File: src/rtl/cache_fill_ctrl_if.sv
// Requester, memory bus and RAM write-port signals of the cache fill controller.
// master: the controller side. slave: the environment side (requester, bus, RAMs).
interface cache_fill_ctrl_if #(
    parameter int unsigned cache_size      = 8192,
    parameter int unsigned cache_line_size = 32
);
    localparam int unsigned nr_lines       = cache_size / cache_line_size;
    localparam int unsigned data_addr_bits = $clog2(cache_size / 4);
    localparam int unsigned index_bits     = $clog2(nr_lines);
    localparam int unsigned offset_bits    = $clog2(cache_line_size);
    localparam int unsigned tag_bits       = 32 - index_bits - offset_bits;

    // Requester
    logic                      miss;
    logic [31:0]               miss_addr;
    logic                      inval;
    logic                      busy;
    logic                      done;
    logic                      fill_error;
    // Memory bus
    logic                      m_access;
    logic [31:0]               m_addr;
    logic                      m_ack;
    logic                      m_error;
    logic [31:0]               m_data;
    // Data RAM write port
    logic                      dram_wr_en;
    logic [data_addr_bits-1:0] dram_write_addr;
    logic [31:0]               dram_write_data;
    logic [3:0]                dram_bytesel;
    // Tag RAM write port
    logic                      tag_wr_en;
    logic [index_bits-1:0]     tag_index;
    logic [tag_bits-1:0]       tag_value;
    logic                      tag_valid;

    modport master (
        input  miss, miss_addr, inval, m_ack, m_error, m_data,
        output busy, done, fill_error, m_access, m_addr,
        output dram_wr_en, dram_write_addr, dram_write_data, dram_bytesel,
        output tag_wr_en, tag_index, tag_value, tag_valid
    );

    modport slave (
        output miss, miss_addr, inval, m_ack, m_error, m_data,
        input  busy, done, fill_error, m_access, m_addr,
        input  dram_wr_en, dram_write_addr, dram_write_data, dram_bytesel,
        input  tag_wr_en, tag_index, tag_value, tag_valid
    );
endinterface

File: src/rtl/cache_fill_ctrl.sv
// Line fill and invalidate-all sequencer for a direct-mapped cache.
// A fill invalidates the line's tag, streams one line from the bus word by word into the
// data RAM (writes registered one cycle behind each ack), then commits the tag as valid.
// An invalidate walks every tag index clearing valid, one index per cycle.
module cache_fill_ctrl #(
    parameter int unsigned cache_size      = 8192,
    parameter int unsigned cache_line_size = 32
) (
    input  logic              clk,
    input  logic              rst_n,
    cache_fill_ctrl_if.master bus
);
    localparam int unsigned words_per_line = cache_line_size / 4;
    localparam int unsigned nr_lines       = cache_size / cache_line_size;
    localparam int unsigned data_addr_bits = $clog2(cache_size / 4);
    localparam int unsigned index_bits     = $clog2(nr_lines);
    localparam int unsigned offset_bits    = $clog2(cache_line_size);
    localparam int unsigned tag_bits       = 32 - index_bits - offset_bits;
    localparam int unsigned word_bits      = offset_bits - 2;
    localparam int unsigned line_bits      = 32 - offset_bits;

    typedef enum logic [1:0] {StIdle, StFill, StCommit, StFlush} state_e;

    state_e                    state_q, state_d;
    logic [word_bits-1:0]      word_cnt_q, word_cnt_d;
    logic [index_bits-1:0]     flush_cnt_q, flush_cnt_d;
    logic [line_bits-1:0]      line_q, line_d;       // tag and index of the line being filled
    logic                      first_q, first_d;     // FILL entry cycle
    logic                      err_q, err_d;         // fill aborted on a bus error
    logic                      wr_pend_q, wr_pend_d; // data RAM write due this cycle
    logic [data_addr_bits-1:0] waddr_q, waddr_d;
    logic [31:0]               wdata_q, wdata_d;

    logic [index_bits-1:0]     line_index;
    logic [tag_bits-1:0]       line_tag;
    logic                      unused_offset;

    assign line_index    = line_q[index_bits-1:0];
    assign line_tag      = line_q[line_bits-1:index_bits];
    assign unused_offset = ^bus.miss_addr[offset_bits-1:0];

    // State and datapath registers; reset abandons any operation in flight.
    always_ff @(posedge clk or negedge rst_n) begin
        if (!rst_n) begin
            state_q     <= StIdle;
            word_cnt_q  <= '0;
            flush_cnt_q <= '0;
            line_q      <= '0;
            first_q     <= 1'b0;
            err_q       <= 1'b0;
            wr_pend_q   <= 1'b0;
            waddr_q     <= '0;
            wdata_q     <= '0;
        end else begin
            state_q     <= state_d;
            word_cnt_q  <= word_cnt_d;
            flush_cnt_q <= flush_cnt_d;
            line_q      <= line_d;
            first_q     <= first_d;
            err_q       <= err_d;
            wr_pend_q   <= wr_pend_d;
            waddr_q     <= waddr_d;
            wdata_q     <= wdata_d;
        end
    end

    // Next-state: request arbitration, word/flush counting and capture of acked bus data.
    always_comb begin
        state_d     = state_q;
        word_cnt_d  = word_cnt_q;
        flush_cnt_d = flush_cnt_q;
        line_d      = line_q;
        first_d     = 1'b0;
        err_d       = err_q;
        wr_pend_d   = 1'b0;
        waddr_d     = waddr_q;
        wdata_d     = wdata_q;
        unique case (state_q)
            StIdle: begin
                // inval wins; a simultaneous miss stays pending until the flush is done
                if (bus.inval) begin
                    state_d = StFlush;
                end else if (bus.miss) begin
                    state_d = StFill;
                    line_d  = bus.miss_addr[31:offset_bits];
                    first_d = 1'b1;
                    err_d   = 1'b0;
                end
            end
            StFill: begin
                if (bus.m_ack) begin
                    if (bus.m_error) begin
                        state_d    = StCommit;
                        err_d      = 1'b1;
                        word_cnt_d = '0;
                    end else begin
                        wr_pend_d  = 1'b1;
                        wdata_d    = bus.m_data;
                        waddr_d    = {line_index, word_cnt_q};
                        word_cnt_d = word_cnt_q + 1'b1;
                        if (word_cnt_q == word_bits'(words_per_line - 1)) begin
                            state_d = StCommit;
                        end
                    end
                end
            end
            StCommit: begin
                state_d = StIdle;
            end
            StFlush: begin
                flush_cnt_d = flush_cnt_q + 1'b1;
                if (flush_cnt_q == index_bits'(nr_lines - 1)) begin
                    state_d = StIdle;
                end
            end
            default: begin
                state_d = StIdle;
            end
        endcase
    end

    // Outputs: all zero in IDLE; RAM write ports driven only while strobed.
    always_comb begin
        bus.busy            = (state_q != StIdle);
        bus.done            = 1'b0;
        bus.fill_error      = 1'b0;
        bus.m_access        = 1'b0;
        bus.m_addr          = '0;
        bus.dram_wr_en      = wr_pend_q;
        bus.dram_write_addr = wr_pend_q ? waddr_q : '0;
        bus.dram_write_data = wr_pend_q ? wdata_q : '0;
        bus.dram_bytesel    = wr_pend_q ? 4'hf : 4'h0;
        bus.tag_wr_en       = 1'b0;
        bus.tag_index       = '0;
        bus.tag_value       = '0;
        bus.tag_valid       = 1'b0;
        unique case (state_q)
            StFill: begin
                bus.m_access = 1'b1;
                bus.m_addr   = {line_q, word_cnt_q, 2'b00};
                // invalidate first so a partially written line can never hit
                if (first_q) begin
                    bus.tag_wr_en = 1'b1;
                    bus.tag_index = line_index;
                end
            end
            StCommit: begin
                bus.done       = 1'b1;
                bus.fill_error = err_q;
                if (!err_q) begin
                    bus.tag_wr_en = 1'b1;
                    bus.tag_index = line_index;
                    bus.tag_value = line_tag;
                    bus.tag_valid = 1'b1;
                end
            end
            StFlush: begin
                bus.tag_wr_en = 1'b1;
                bus.tag_index = flush_cnt_q;
                bus.done      = (flush_cnt_q == index_bits'(nr_lines - 1));
            end
            default: begin
            end
        endcase
    end
endmodule

File: src/flat_wrapper.sv
// flat-port wrapper written by rule: the top's interface ports become plain ports
module cache_fill_ctrl_flat 
#(
    parameter int unsigned cache_size      = 8192,
    parameter int unsigned cache_line_size = 32
)
  (clk, rst_n, bus_miss, bus_miss_addr, bus_inval, bus_m_ack, bus_m_error, bus_m_data, bus_busy, bus_done, bus_fill_error, bus_m_access, bus_m_addr, bus_dram_wr_en, bus_dram_write_addr, bus_dram_write_data, bus_dram_bytesel, bus_tag_wr_en, bus_tag_index, bus_tag_value, bus_tag_valid);
  cache_fill_ctrl_if #(.cache_size(cache_size), .cache_line_size(cache_line_size)) bus_i ();
  input  logic clk;
  input  logic rst_n;
  input wire logic [$bits(bus_i.miss)-1:0] bus_miss;
  input wire logic [$bits(bus_i.miss_addr)-1:0] bus_miss_addr;
  input wire logic [$bits(bus_i.inval)-1:0] bus_inval;
  input wire logic [$bits(bus_i.m_ack)-1:0] bus_m_ack;
  input wire logic [$bits(bus_i.m_error)-1:0] bus_m_error;
  input wire logic [$bits(bus_i.m_data)-1:0] bus_m_data;
  output wire logic [$bits(bus_i.busy)-1:0] bus_busy;
  output wire logic [$bits(bus_i.done)-1:0] bus_done;
  output wire logic [$bits(bus_i.fill_error)-1:0] bus_fill_error;
  output wire logic [$bits(bus_i.m_access)-1:0] bus_m_access;
  output wire logic [$bits(bus_i.m_addr)-1:0] bus_m_addr;
  output wire logic [$bits(bus_i.dram_wr_en)-1:0] bus_dram_wr_en;
  output wire logic [$bits(bus_i.dram_write_addr)-1:0] bus_dram_write_addr;
  output wire logic [$bits(bus_i.dram_write_data)-1:0] bus_dram_write_data;
  output wire logic [$bits(bus_i.dram_bytesel)-1:0] bus_dram_bytesel;
  output wire logic [$bits(bus_i.tag_wr_en)-1:0] bus_tag_wr_en;
  output wire logic [$bits(bus_i.tag_index)-1:0] bus_tag_index;
  output wire logic [$bits(bus_i.tag_value)-1:0] bus_tag_value;
  output wire logic [$bits(bus_i.tag_valid)-1:0] bus_tag_valid;
  assign bus_i.miss = bus_miss;
  assign bus_i.miss_addr = bus_miss_addr;
  assign bus_i.inval = bus_inval;
  assign bus_i.m_ack = bus_m_ack;
  assign bus_i.m_error = bus_m_error;
  assign bus_i.m_data = bus_m_data;
  assign bus_busy = bus_i.busy;
  assign bus_done = bus_i.done;
  assign bus_fill_error = bus_i.fill_error;
  assign bus_m_access = bus_i.m_access;
  assign bus_m_addr = bus_i.m_addr;
  assign bus_dram_wr_en = bus_i.dram_wr_en;
  assign bus_dram_write_addr = bus_i.dram_write_addr;
  assign bus_dram_write_data = bus_i.dram_write_data;
  assign bus_dram_bytesel = bus_i.dram_bytesel;
  assign bus_tag_wr_en = bus_i.tag_wr_en;
  assign bus_tag_index = bus_i.tag_index;
  assign bus_tag_value = bus_i.tag_value;
  assign bus_tag_valid = bus_i.tag_valid;
  cache_fill_ctrl #(.cache_size(cache_size), .cache_line_size(cache_line_size)) u_core (.clk(clk), .rst_n(rst_n), .bus(bus_i));
endmodule
File: config.mk
export PLATFORM = sky130hd
export DESIGN_NAME = cache_fill_ctrl_flat
export DESIGN_NICKNAME = d
export VERILOG_FILES = /design/src/rtl/cache_fill_ctrl_if.sv /design/src/rtl/cache_fill_ctrl.sv /design/src/flat_wrapper.sv
export SDC_FILE = /design/constraint.sdc
export NUM_CORES = 1
export LEC_CHECK = 0
export BUFFER_PORTS_ARGS = -buffer_cell sky130_fd_sc_hd__buf_2
export CORE_MARGIN = 8
export CORE_UTILIZATION = 40
export CTS_CLUSTER_DIAMETER = 200
export CTS_CLUSTER_SIZE = 24
export DETAILED_ROUTE_END_ITERATION = 8
export GPL_TIMING_DRIVEN = 0
export PLACE_DENSITY = 0.69
export SETUP_SLACK_MARGIN = 0.15
export SLEW_MARGIN = 10
export SYNTH_ARGS = -nofsm -noshare
export SYNTH_HDL_FRONTEND = slang
export SYNTH_SLANG_ARGS = --single-unit
File: constraint.sdc
create_clock -name clk -period 2.67 [get_ports clk]
set_input_delay 0.1335 -clock clk [delete_from_list [all_inputs] [get_ports clk]]
set_output_delay 0.1335 -clock clk [all_outputs]
set_load 0.01 [all_outputs]
After elaboration in Yosys (flattened, before gate mapping)
Cells that the tools add are included.

word-level totals
  bits in registers = 86
  logic and storage cells = 68
  bits of input ports = 70
  bits in latches = 0
  output and inout port bits = 113
  memories = 0
  RAM bits = 0
  memory bits (read-only) = 0

operators by class
  multiply operators = 0
  equal/unequal tests = 12
  mux-type cells = 35
  add/sub/neg operators = 2
  shifts and indexed selects = 0
  divide/modulo/power cells = 0
  bitwise logic cells = 2
  reduce and logical (&&, ||, !) cells = 8
  order comparisons = 0

operators with widths
  operator               number
  $mux W32               2
  $mux W19               2
  $pmux W8 S3            1
  $mux W8                2
  $mux W1                15
  $mux W2                6
  $mux W11               1
  $add A8 B1 Y8 const B  1
  $eq A8 B8 Y1 const B   1
  $ne A2 B2 Y1 const B   4
  $pmux W2 S4            1
  $reduce_and A3 Y1      2
  $reduce_and A5 Y1      1
  $eq A2 B2 Y1 const B   2
  $mux W4                1
  $pmux W1 S2            2
  $reduce_and A4 Y1      1
  $reduce_bool A2 Y1     2
  $add A3 B1 Y3 const B  1
  $eq A3 B3 Y1 const B   1
  $mux W3                1
  $ne A3 B2 Y1 const B   1
  $ne A3 B3 Y1 const B   1
  $pmux W1 S3            1
  other kinds (5)        6

Logic depth before layout (Yosys ltp)
Gate-level depths: netlist of the first run.

  word-level depth = 5
  gate-level depth with buffers = 5
  depth with buffers taken out = 5

Worst setup path before layout of the first run
Ideal clock, no wire load.

  kind = flip-flop to flip-flop
  start point = register u_core.state_q[1]
  end point = register u_core.line_q[0]
  period minus slack after synthesis = 1669 ps
  cell stages (with the launch flop) = 6
  required time = 2545 ps
  path buffers = 2
  library setup time = 125 ps
  data arrival time = 1544 ps
  setup slack = 1001 ps
  cells stage by stage = dfrtp_1 buf_6 or3b_4 nor2_8 buf_12 mux2_4

between the ends
  cells in the longest elaborated chain, start to end = 2

RTL lines
  element                             RTL line               source
  start: declaration                  cache_fill_ctrl.sv:24  state_e state_q, state_d;
  start signal: assignment            cache_fill_ctrl.sv:45  state_q <= StIdle;
  start signal: assignment            cache_fill_ctrl.sv:55  state_q <= state_d;
  $logic_not A2 Y1                    cache_fill_ctrl.sv:78  unique case (state_q)
  $reduce_and A3 Y1 (no source line)  --
  end signal: assignment              cache_fill_ctrl.sv:58  line_q <= line_d;
  end: declaration                    cache_fill_ctrl.sv:27  logic [line_bits-1:0] line_q, line_d;

Every way passes these cells.
A chain may end at the register's enable or synchronous reset.

Final worst setup path of the first run
  start point = register u_core.state_q[0]
  end point = output port bus_tag_value[7]

between the ends
  cells in the longest elaborated chain, start to end = 2

RTL lines
  element           RTL line                source
  $eq A2 B2 Y1      cache_fill_ctrl.sv:137  unique case (state_q)
  $mux W19          cache_fill_ctrl.sv:137
  end: declaration  flat_wrapper.sv:28      output wire logic [$bits(bus_i.tag_value)-1:0] bus_tag_value;

Every way passes these cells.

==> results of run 1 <==
[layer usage]
metal	global-route usage [%]	vias to the layer above
met4	5.45	0
met3	7.14	16
met5	0	-
li1	-	1585
met1	21.1	1631
met2	27.2	149
[power by group]
part           leakage [nW]  internal, W  switching [W]  total [W]
logic                  2.06    0.0000995      0.0000571   0.000157
clock network        0.0952     0.000450       0.000457   0.000908
registers              1.16      0.00132      0.0000150    0.00133
total                  3.32      0.00187       0.000529    0.00240
[cell families after synthesis]
kind of cell             after synthesis
AO/OA/AOI/OAI                         19
XOR/XNOR                               7
adder cells (fa/ha/maj)                3
buffers and inverters                 27
flip-flops                            86
multiplexers                          71
other                                  1
AND/OR/NAND/NOR                      124
[cell type report]
| class | count | area [µm²] | share of cell area [%] |
|---|---|---|---|
| Timing Repair Buffer | 219 | 1340 | 22.6 |
| Inverter | 2 | 7.51 | 0.127 |
| Sequential cell | 86 | 2150 | 36.3 |
| Clock inverter | 4 | 47.5 | 0.803 |
| Clock buffer | 11 | 141 | 2.39 |
| Multi-Input combinational cell | 226 | 1900 | 32.1 |
| Buffer | 25 | 165 | 2.79 |
| Tap cell | 136 | 170 | 2.87 |
[registers in the layout, indices dropped and copies added (netlist names)]
name,cells
u_core.state_q,2
u_core.line_q,27
u_core.err_q,1
u_core.bus.dram_wr_en,1
u_core.word_cnt_q,3
u_core.wdata_q,32
u_core.waddr_q,11
u_core.flush_cnt_q,8
u_core.first_q,1
[cells in the final DEF, fill, tap and decap left out, types with 2 or more instances in the layout]
cell,netlist,routed
xnor2_1,5,5
ha_1,3,3
dfrtp_1,86,86
inv_1,2,2
buf_12,2,2
nor3_1,2,2
buf_4,6,7
nor2_1,3,3
nand4_1,4,4
clkbuf_1,9,10
xor2_1,2,2
nand2b_1,3,3
o21ai_0,4,4
buf_2,7,181
conb_1,1,2
mux2_2,52,52
and2_1,92,92
mux2_4,19,19
dlygate4sd3_1,0,43
a21oi_1,2,2
a22o_1,8,8
clkbuf_8,0,10
nand2_1,9,9
and3_1,2,2
clkinv_2,0,2
[metrics by stage]
stage                     setup slack (ns)  cell area (µm²)
final                                0.432             5920
after global routing                 0.295             5920
after CTS                            0.405             5910
after detailed placement             0.807             5300
after global placement               0.704             5270
after floorplan                       1.00             4230
[worst paths after layout]
kind                               startpoint                 end  slack, ns  cells after the start
max in group asynchronous               rst_n  u_core.wdata_q[11]       1.75                      3
setup reg to reg            u_core.state_q[1]   u_core.waddr_q[0]       0.88                      5
hold / removal                 bus_m_data[24]  u_core.wdata_q[24]       0.01                      2
setup / recovery            u_core.state_q[0]    bus_tag_value[7]       0.43                      5
min in group asynchronous               rst_n   u_core.waddr_q[2]       0.32                      2
hold reg to reg            u_core.wdata_q[18]  u_core.wdata_q[18]       0.50                      1
[what timing repair did]
item                                    in CTS  in global routing
endpoints found under the setup margin       0                  0
hold buffers                                42                  1
endpoints found under the hold margin       80                  1
gates resized for setup                      0                  0
==> reports/results.tsv, run 1 <==
metric	value	unit
syn_to_final_growth	40.2	%
numCtsBuffers	9	
grt_use_total	17.3	%
clock_skew	0.00942	ns
mappedNetlistArea	4220	µm²
yosys.area.top_type_share	51.0	%
crit_fanout	10	
drive_gt1_share	49.4	%
dr.pass1.iters	6	
hold_path.class	in -> reg	
max_freq	447	MHz
synth_area_leaders	dfrtp_1 (51%), mux2_2 (14%), and2_1 (14%), mux2_4 (6.8%), a22o_1 (1.7%)	
endpoint_kind	output port	
synth_top_family_by_area	multiplexers	
timing.hold.ws	0.00997	ns
top_layer	met4	
portBuffers	175	
utilization	57.6	%
dp.cells	651	
worst_pin_slew	0.554	ns
ys_seq_area_share	51.0	%
overflow	0	
clk-insertion-delay-late	0.36	ns
synthDistinctLibCells	37	
synthTopCellsByCount	and2_1 (92), dfrtp_1 (86), mux2_2 (52)	
finalHoldViolations	0	
placeableCoreArea	10300	µm²
synthCells	338	
die_x	119	µm
synth_edf_count	0	
critPathMostFrequentCell	buf_2	
ant_nets	0	
cp-start-kind	register	
nNetsFinal	642	
rows	37	
grt_pass1_vias	3859	
cts.sinks	86	
critPathBufInv	3	
viasPerCell	4.77	
synth.yosys.warnings	0	
period_minus_slack	2.24	ns
slew_headroom	63.1	%
cts_buffer_depth	2	
slowest_stage	nor3b_1	
die_y	119	µm
crit_type	reg -> out	
design.die.area	14100	µm²
muxShareOfSynthArea	20.6	%
drcViolationCount	0	
detailed_place_hpwl	8850	µm
cts_root_buf	clkbuf_8	
synthAdderAreaFrac	0.889	%
initial_core_util	41.1	%
num_antenna_cells	0	
synth_compound_area_share	3.29	%
cpPeakStageDelay	0.46	ns
synth-seq-cells	86	
wirelength	12000	µm
avgSynthCellArea	12.5	µm²
leakagePower	3.32	nW
yosysTopAreaCell	dfrtp_1	
p_total	0.00240	W
rsz0062_at_grt	no	
crit_family	buffers and inverters	
synth_xor_area_share	1.45	%
finalSetupViolCount	0	
post-route-period-util	83.8	%
fillCellCount	856	
fin_setup_tns	0	ns
grt_max_degree	48	
final_cells	709	
p_per_area	405	nW/µm²
io_pins	183	
gp_congestion	0.823	
htreeDepth	3	
drt_iter0_markers	147	
antenna_found_initial	0	
wl_met3	1100	µm
vias	3381	
path_cells	buf_2 -> nor3b_1 -> clkbuf_1 -> and2_1 -> buf_2	
maxCapViolCount	0	
ys.flop_type	dfrtp_1	
grt_pass1_wl	19800	µm
wl_per_cell	16.9	µm
arrival	2.10	ns
post_cts_buffers	0	
met2_length	5330	µm
synth-simple-area-share	18.6	%
cts_tree	done	
outcome	finished, final reports clean	
critPathRequiredTime	2.54	ns
synth-async-reset-ratio	100	%
synth.most_common_cell	and2_1	
finalMaxSlewViolations	0	
m1WireLength	5370	µm
ir_drop	0.258	mV
clk_pin_slew	0.08	ns
Power figures use the tool's default switching activity.
==> run 2, diff against run 1 <==
==> constraint.sdc (replaced) <==
create_clock -name clk -period 2.1 [get_ports clk]
set_input_delay 0.105 -clock clk [delete_from_list [all_inputs] [get_ports clk]]
set_output_delay 0.105 -clock clk [all_outputs]
set_load 0.01 [all_outputs]
==> run 2 against run 1 <==
  * Die area unchanged
  * Power is 28% higher
  * Non-clock buffer count increased by 21
  * Flip-flop and latch count unchanged
  * Global-route usage grew 0.56 points
  * Critical path type unchanged
==> reports/results.tsv, run 2 (synthesis results as in run 1) <==
metric	value	unit	change
pwr-share-seq	55.1	%	-0.5 points
cts.sinks	86		unchanged
io_pins	183		unchanged
wl_per_cell	16.9	µm	+0.39%
drt_iter0_markers	110		-25%
maxCapViolCount	0		unchanged
slew_headroom	62.5	%	-0.56 points
switching_share	22.1	%	about the same
finalMaxSlewViolations	0		unchanged
detailed_place_hpwl	8850	µm	unchanged
syn_to_final_growth	45.7	%	
hold_depth	3		+1
antenna_found_initial	0		unchanged
cts_root_buf	clkbuf_8		
portBuffers	175		unchanged
timing.hold.ws	0.0833	ns	+0.0733 ns
cp-start-kind	register		
holdCritStartpoint	bus_miss		
layout_commonest_cell	buf_2		
finalHoldViolations	0		unchanged
initial_core_util	41.1	%	unchanged
p_clk_share	37.5	%	-0.4 points
finalSetupViolCount	0		unchanged
viasPerCell	4.77		about the same
grt_use_total	17.8	%	+0.56 points
hold_path.class	in -> reg		
drcViolationCount	0		unchanged
intPower	0.00239	W	+28%
cpPeakStageDelay	0.39	ns	-0.07 ns
grt_pass1_vias	3945		+2.2%
rrSetupSlack	0.31	ns	-0.57 ns
clock_skew	0.00823	ns	-0.00119 ns
leakagePower	3.43	nW	+3.4%
ant_nets	0		unchanged
vias	3480		+2.9%
design.die.area	14100	µm²	unchanged
wirelength	12400	µm	+3.4%
ir_drop	0.328	mV	+27%
worst_pin_slew	0.562	ns	+0.00841 ns
cts_tree	done		
critPathRequiredTime	2.00	ns	-0.54 ns
largest_reg_flops	32		unchanged
drive_gt1_share	49.3	%	-0.063 points
slowest_stage	dfrtp_1		
htreeDepth	3		unchanged
die_x	119	µm	unchanged
p_sw	0.000678	W	+28%
rr_worst_depth	5		unchanged
regMostFlops	u_core.wdata_q		
numCtsBuffers	9		unchanged
outcome	finished, final reports clean		
p_comb_share	7.4	%	+0.9 points
largestRegisters	u_core.wdata_q: 32 flops, u_core.line_q: 27 flops, u_core.waddr_q: 11 flops		
dr.pass1.iters	4		-2
hold_end	u_core.state_q[0]		
r2r-start	u_core.state_q[1]		
grt_pass1_wl	20500	µm	+3.6%
max_freq	528	MHz	
die_y	119	µm	unchanged
p_per_area	500	nW/µm²	+23%
layout_common_cells	buf_2 (179), and2_1 (92), dfrtp_1 (86), dlygate4sd3_1 (60), mux2_2 (52)		
endpoint_kind	output port		
overflow	0		unchanged
clk_pin_slew	0.08	ns	about the same
crit_type	reg -> out		
fin_setup_tns	0	ns	unchanged
post-route-period-util	90.2	%	
period_minus_slack	1.90	ns	
rsz0062_at_grt	yes		
arrival	1.79	ns	-0.31 ns
path_cells	buf_6 -> and2b_2 -> a21o_1 -> buf_6 -> a22o_1 -> buf_2		
reg2reg_to	u_core.line_q[1]		
rows	37		unchanged
critPathMostFrequentCell	buf_6		
crit_fanout	9		-1
num_antenna_cells	0		unchanged
gp_congestion	0.823		unchanged
clk-insertion-delay-late	0.35	ns	about the same
nNetsFinal	663		+3.3%
grt_max_degree	48		unchanged
placeableCoreArea	10300	µm²	unchanged
cts_buffer_depth	2		unchanged
## run 2: cell types whose count changed in the layout (fill, tap and decap cells not counted), sizes merged
| cell | delta |
|---|---|
| buf | +4 |
| dlygate4sd3 | +17 |
## run 2: per-layer routing
metal | vias up | routed length, µm | track usage, %
li1 | 1636 | - | -
met1 | 1679 | 5490 | 21.7
met2 | 148 | 5620 | 28.4
met3 | 17 | 1100 | 7.43
met4 | 0 | 162 | 5.14
met5 | - | 0 | 0
## run 2: power groups by stage
stage,Combinational [W],Clock (W),Sequential [W]
after floorplan,0.0000332,0,0.00172
after global placement,0.000127,0,0.00172
after detailed placement,0.000138,0,0.00173
after CTS,0.000226,0.00119,0.00169
after global routing,0.000247,0.00126,0.00170
final,0.000226,0.00115,0.00169
## run 2: layout make-up
cell class / instances / area (µm²)
clock buffers: 11 / 141
plain buffers: 25 / 184
flip-flops and latches: 86 / 2150
fillers: 836 / 4130
multi-input cells: 226 / 1910
repair buffers: 240 / 1540
clock inverters: 4 / 47.5
well taps: 136 / 170
inverters: 2 / 7.51
## run 2: worst max-delay path by stage
stage	startpoint	endpoint	slack, ns	cells past startpoint
finish	u_core.state_q[0]	bus_tag_index[6]	0.20	6
CTS	u_core.state_q[0]	bus_tag_index[5]	0.17	6
global route	u_core.state_q[1]	bus_m_addr[13]	0.13	6
floorplan	u_core.state_q[1]	u_core.line_q[0]	0.43	5
detailed placement	u_core.state_q[0]	bus_tag_value[16]	0.27	5
global placement	rst_n	u_core.line_q[22]	0.16	1
## run 2: worst max-delay path, delay by kind of cell (launching register included)
family	cells	cell delay, ns
compound gates	2	0.40
buf+inv	3	0.43
flops	1	0.39
simple gates	1	0.23
## run 2: metrics by stage
step                util, %  cell area, µm²  power, W  std cells  setup WS [ns]
detailed placement     51.6            5300   0.00186        651          0.266
floorplan                 -            4230   0.00175        339          0.431
finish                 59.8            6150   0.00307        730          0.205
global placement       51.3            5270   0.00185        650          0.163
CTS                    59.7            6130   0.00311        729          0.172
global route           59.8            6150   0.00320        730          0.128
## run 2: repair_timing
action | CTS | global route
setup buffers | 3 | 1
hold buffers | 60 | 0
endpoints found under the setup margin | 58 | 43
pin swaps | 0 | 2
resized for setup | 6 | 9
hold endpoints to repair | 98 | 0
